==> src/rtl/vec_accum_reader.sv <==
// vec_accum_reader: consumes an in-order index stream, reads each indexed
// element from a 1-cycle-latency memory and sums the values. Checks index
// ordering and stream length, then presents the sum with a one-cycle pulse.
//
// state   | meaning
// --------+---------------------------------------------------------------
// S_IDLE  | waiting for i_start; outputs from the previous run are held
// S_RUN   | accepting index beats and issuing memory reads
// S_DRAIN | two cycles letting the final reads return and accumulate
// S_DONE  | one cycle, o_valid high, o_sum final

module vec_accum_reader #(
    parameter int SIZE_ADDR = 8,
    parameter int SIZE_DATA = 32
) (
    input  logic                           i_clk,
    input  logic                           i_rst,
    input  logic [SIZE_ADDR-1:0]           i_num_elems,
    input  logic                           i_start,
    input  logic                           i_idx_valid,
    input  logic [SIZE_ADDR-1:0]           i_idx,
    input  logic                           i_idx_last,
    output logic                           o_rd_en,
    output logic [SIZE_ADDR-1:0]           o_rd_addr,
    input  logic [SIZE_DATA-1:0]           i_rd_data,
    output logic                           o_busy,
    output logic                           o_valid,
    output logic [SIZE_DATA+SIZE_ADDR-1:0] o_sum,
    output logic [SIZE_ADDR-1:0]           o_count,
    output logic                           o_err
);

    localparam int SUM_W = SIZE_DATA + SIZE_ADDR;

    typedef enum logic [1:0] {
        S_IDLE  = 2'd0,
        S_RUN   = 2'd1,
        S_DRAIN = 2'd2,
        S_DONE  = 2'd3
    } state_t;

    state_t               state;
    state_t               state_nxt;

    logic [SIZE_ADDR-1:0] num_elems_q;
    logic [SIZE_ADDR-1:0] exp_idx;
    logic [SIZE_ADDR-1:0] count_inc;
    logic                 drain_cnt;
    logic                 rd_pend;

    logic                 start_ok;
    logic                 beat_ok;
    logic                 seq_bad;
    logic                 over_len;
    logic                 short_len;

    assign start_ok  = (state == S_IDLE) && i_start;
    assign beat_ok   = (state == S_RUN) && i_idx_valid;
    assign count_inc = o_count + 1'b1;

    // A beat past the expected count and a last beat that lands on the wrong
    // count are both length errors; the stream is still fully processed.
    assign seq_bad   = (i_idx != exp_idx);
    assign over_len  = (o_count == num_elems_q);
    assign short_len = i_idx_last && (count_inc != num_elems_q);

    // State register
    always_ff @(posedge i_clk) begin
        if (i_rst) begin
            state <= S_IDLE;
        end else begin
            state <= state_nxt;
        end
    end

    // Next-state logic
    always_comb begin
        state_nxt = state;
        case (state)
            S_IDLE: begin
                if (i_start) begin
                    state_nxt = (i_num_elems == '0) ? S_DONE : S_RUN;
                end
            end
            S_RUN: begin
                if (i_idx_valid && i_idx_last) begin
                    state_nxt = S_DRAIN;
                end
            end
            S_DRAIN: begin
                if (drain_cnt == 1'b0) begin
                    state_nxt = S_DONE;
                end
            end
            S_DONE: begin
                state_nxt = S_IDLE;
            end
            default: begin
                state_nxt = S_IDLE;
            end
        endcase
    end

    // State-decoded outputs
    always_comb begin
        o_busy  = 1'b0;
        o_valid = 1'b0;
        case (state)
            S_RUN, S_DRAIN: begin
                o_busy = 1'b1;
            end
            S_DONE: begin
                o_busy  = 1'b1;
                o_valid = 1'b1;
            end
            default: begin
                o_busy  = 1'b0;
                o_valid = 1'b0;
            end
        endcase
    end

    // Drain timer: loaded with 1 on the last beat, DONE follows terminal count
    always_ff @(posedge i_clk) begin
        if (i_rst) begin
            drain_cnt <= 1'b0;
        end else if (beat_ok && i_idx_last) begin
            drain_cnt <= 1'b1;
        end else if ((state == S_DRAIN) && (drain_cnt != 1'b0)) begin
            drain_cnt <= drain_cnt - 1'b1;
        end
    end

    // Registered memory read port; address holds between beats
    always_ff @(posedge i_clk) begin
        if (i_rst) begin
            o_rd_en   <= 1'b0;
            o_rd_addr <= '0;
        end else begin
            o_rd_en <= beat_ok;
            if (beat_ok) begin
                o_rd_addr <= i_idx;
            end
        end
    end

    // Marks the cycle in which i_rd_data carries a requested element
    always_ff @(posedge i_clk) begin
        if (i_rst) begin
            rd_pend <= 1'b0;
        end else begin
            rd_pend <= o_rd_en;
        end
    end

    // Accumulator; wide enough that 2^SIZE_ADDR-1 maximal elements never wrap
    always_ff @(posedge i_clk) begin
        if (i_rst) begin
            o_sum <= '0;
        end else if (start_ok) begin
            o_sum <= '0;
        end else if (rd_pend) begin
            o_sum <= o_sum + SUM_W'(i_rd_data);
        end
    end

    // Beat bookkeeping: count, expected index (never resyncs) and sticky error
    always_ff @(posedge i_clk) begin
        if (i_rst) begin
            num_elems_q <= '0;
            exp_idx     <= '0;
            o_count     <= '0;
            o_err       <= 1'b0;
        end else if (start_ok) begin
            num_elems_q <= i_num_elems;
            exp_idx     <= '0;
            o_count     <= '0;
            o_err       <= 1'b0;
        end else if (beat_ok) begin
            exp_idx <= exp_idx + 1'b1;
            o_count <= count_inc;
            if (seq_bad || over_len || short_len) begin
                o_err <= 1'b1;
            end
        end
    end

endmodule
==> config.mk <==
export PLATFORM = sky130hd
export DESIGN_NAME = vec_accum_reader
export DESIGN_NICKNAME = d
export VERILOG_FILES = /design/src/rtl/vec_accum_reader.sv
export SDC_FILE = /design/constraint.sdc
export NUM_CORES = 1
export LEC_CHECK = 0
export BUFFER_PORTS_ARGS = -buffer_cell sky130_fd_sc_hd__buf_4
export CAP_MARGIN = 20
export CORE_MARGIN = 2
export CORE_UTILIZATION = 60
export CTS_CLUSTER_SIZE = 12
export DETAILED_ROUTE_END_ITERATION = 10
export PLACE_DENSITY_LB_ADDON = 0.2
export REMOVE_ABC_BUFFERS = 1
export SYNTH_ARGS = -nofsm -noshare
export SYNTH_HDL_FRONTEND = slang
export SYNTH_SLANG_ARGS = --single-unit
==> constraint.sdc <==
create_clock -name i_clk -period 6.6 [get_ports i_clk]
set_input_delay 1.32 -clock i_clk [delete_from_list [all_inputs] [get_ports i_clk]]
set_output_delay 1.32 -clock i_clk [all_outputs]
set_load 0.01 [all_outputs]
==> qor.yml <==
grt_pass1_wl_um: 22100
max_freq_mhz: 274
grt_use_total: 0.276
synth_edf_count: 0
ys_types: 64
syn_inst: 633
ys_dominant_reg_cell: "dfxtp_1"
critPathArrivalTime_ns: 3.89
setup-violations-final: 0
gp_congestion: 0.908
async_flop_share: 0
clock_path_buffers: 2
regToRegStartpoint: "o_sum[0]"
p_int_w: 0.000858
clock-sinks: 78
viasPerCell: 6.09
die_area_um2: 9380
die_w_um: 96.8
skew_ns: 0.0105
yosysTopAreaCellShare: 0.302
seq_area_frac_synth: 0.302
cts_resized: 0
routed_wl_um: 13100
cts_root_buf: "clkbuf_8"
tightest_slew_ns: 1.04
cp-startpoint: "i_rd_data[0]"
critPathKind: "primary input to register"
period_share: 0.553
nNetsFinal: 824
drt_iter0_drc: 290
rsz0062_at_grt: "no"
dp_hpwl_um: 9630
setup-tns-final_ns: 0
area_growth_pct: 21.4
final_antenna_net_count: 0
finalWorstSetupSlack_ns: 2.95
synth_largest_area_cell: "dfxtp_1"
antenna_found_initial: 0
start_kind: "primary input"
portBuffers: 112
hold_viol_final: 0
end_kind: "register"
required_ns: 6.84
vdd_drop_max_mv: 0.223
gr-total-overflow: 0
ys_ff_latch: 78
yosysWarnings: 0
firstDrtPassIters: 6
hold_class: "register to register"
core_um2: 8300
drc: 0
insertion_delay_ns: 0.36
cts.reportedPaths.clkPinSlew_ns: 0.09
fin_crit_ns: 3.65
cts_buffers: 9
power.switching_w: 0.000488
slew_viol_final: 0
num_rows: 33
hold_start: "o_rd_en"
pre_cts_ws_ns: 2.68
hold_buffers: 0
synthTopCellsByCount: "79 x nand2_1, 78 x dfxtp_1, 56 x nor2_1"
min_path_cells: 1
die_h_um: 96.8
yosys.cell_count.top_type: "nand2_1"
layout-drive-gt1-share: 0.200
cap_violations: 0
power_frac_clock: 0.286
avgSynthCellArea_um2: 8.17
cp_max_fo: 4
status: "finished clean"
grt_pass1_vias: 4880
reg2reg_depth: 10
ioPinCount: 113
p_leak_nw: 2.78
slew_headroom: 0.309
switching_share: 0.363
combPwrFrac: 0.307
seq_power_share: 0.407
synthTopCellsByArea: "dfxtp_1 30%, ha_1 9.4%, nand2_1 5.7%"
antennaDiodeCount: 0
htree_levels: 3
grt_max_degree: 46
postCtsSetupBuffers: 0
netlist_area_um2: 5170
p_per_area_nw_per_um2: 215
cts_tree: "yes"
route.vias.total: 5118
start_util: 0.623
wl_per_cell_um: 15.6
cell families (layout without fill, tap and decap cells):
family	Yosys count	after routing	share of synthesized area
xor gates and xnor gates	52	52	0.0881
adders and majority gates	40	40	0.0983
buffers and inverters	40	143	0.0290
muxes	23	23	0.0445
AOI/OAI and AO/OA	164	164	0.218
DFF	78	78	0.302
and+or+nand+nor	236	236	0.220
critical path: stages:
cell and delay (ns):
buf_4 0.12, ha_1 0.23, fa_1 0.41, a21oi_1 0.21, o21bai_1 0.12, or3b_4 0.41, a21oi_1 0.27, a21oi_1 0.21
a221o_1 0.35, a21oi_1 0.15, o22ai_1 0.09
area by class of cell:
class | instances | area [µm²]
well taps | 105 | 131
flip-flops and latches | 78 | 1560
clock inverters | 7 | 80.1
repair buffers | 114 | 863
fillers | 611 | 2020
clock buffers | 9 | 124
inverters | 13 | 48.8
multi-input cells | 515 | 3460
state kept, by name (all words and copies together), names as in the netlist:
signal and count:
exp_idx 8, o_sum 40, drain_cnt 1, o_rd_addr 8, state 2, o_count 8
rd_pend 1, num_elems_q 8, o_rd_en 1, o_err 1
per-stage QoR:
step / util / hold slack (ns) / total power, W / cells / area, µm²
after CTS: 0.754 / 0.465 / 0.00134 / 840 / 6260
after global routing: 0.756 / 0.485 / 0.00142 / 841 / 6270
after detailed placement: 0.730 / 0.450 / 0.000962 / 824 / 6060
final: 0.756 / 0.464 / 0.00135 / 841 / 6270
after global placement: 0.730 / 0.444 / 0.000947 / 824 / 6060
after floorplan: - / 0.442 / 0.000817 / 606 / 5070
worst paths after layout:
kind,endpoint,slack (ns)
min,rd_pend,0.46
max,o_sum[38],2.95
max reg2reg,o_sum[38],3.71
min reg2reg,rd_pend,0.46
routing by layer:
layer,part of all wire,wire [µm],up-vias,GRT usage
met3,0.062,808,22,0.0513
met4,0.019,248,0,0.0932
met1,0.43,5700,2409,0.341
li1,-,-,2511,-
met5,0,0,-,0
met2,0.48,6350,176,0.483
layout by cell type (no fill, tap or decap), types with 12 or more instances in the layout:
cell	Yosys	final
a21o_1	13	13
a21oi_1	55	54
o21ai_0	21	21
mux2i_1	23	23
xor2_1	24	24
nand3_1	27	27
dfxtp_1	78	77
a31oi_1	14	14
xnor2_1	28	28
nand4_1	13	13
nand2_1	79	79
nor4_1	12	12
nor2_1	56	56
buf_4	0	113
ha_1	39	39
power groups by stage:
stage | logic, W | clock network [W] | registers (W)
global route | 0.000456 | 0.000407 | 0.000552
detailed placement | 0.000404 | 0 | 0.000558
floorplan | 0.000260 | 0 | 0.000557
CTS | 0.000406 | 0.000390 | 0.000547
finish | 0.000414 | 0.000385 | 0.000547
global placement | 0.000392 | 0 | 0.000555
(Power assumes the default switching activity.)
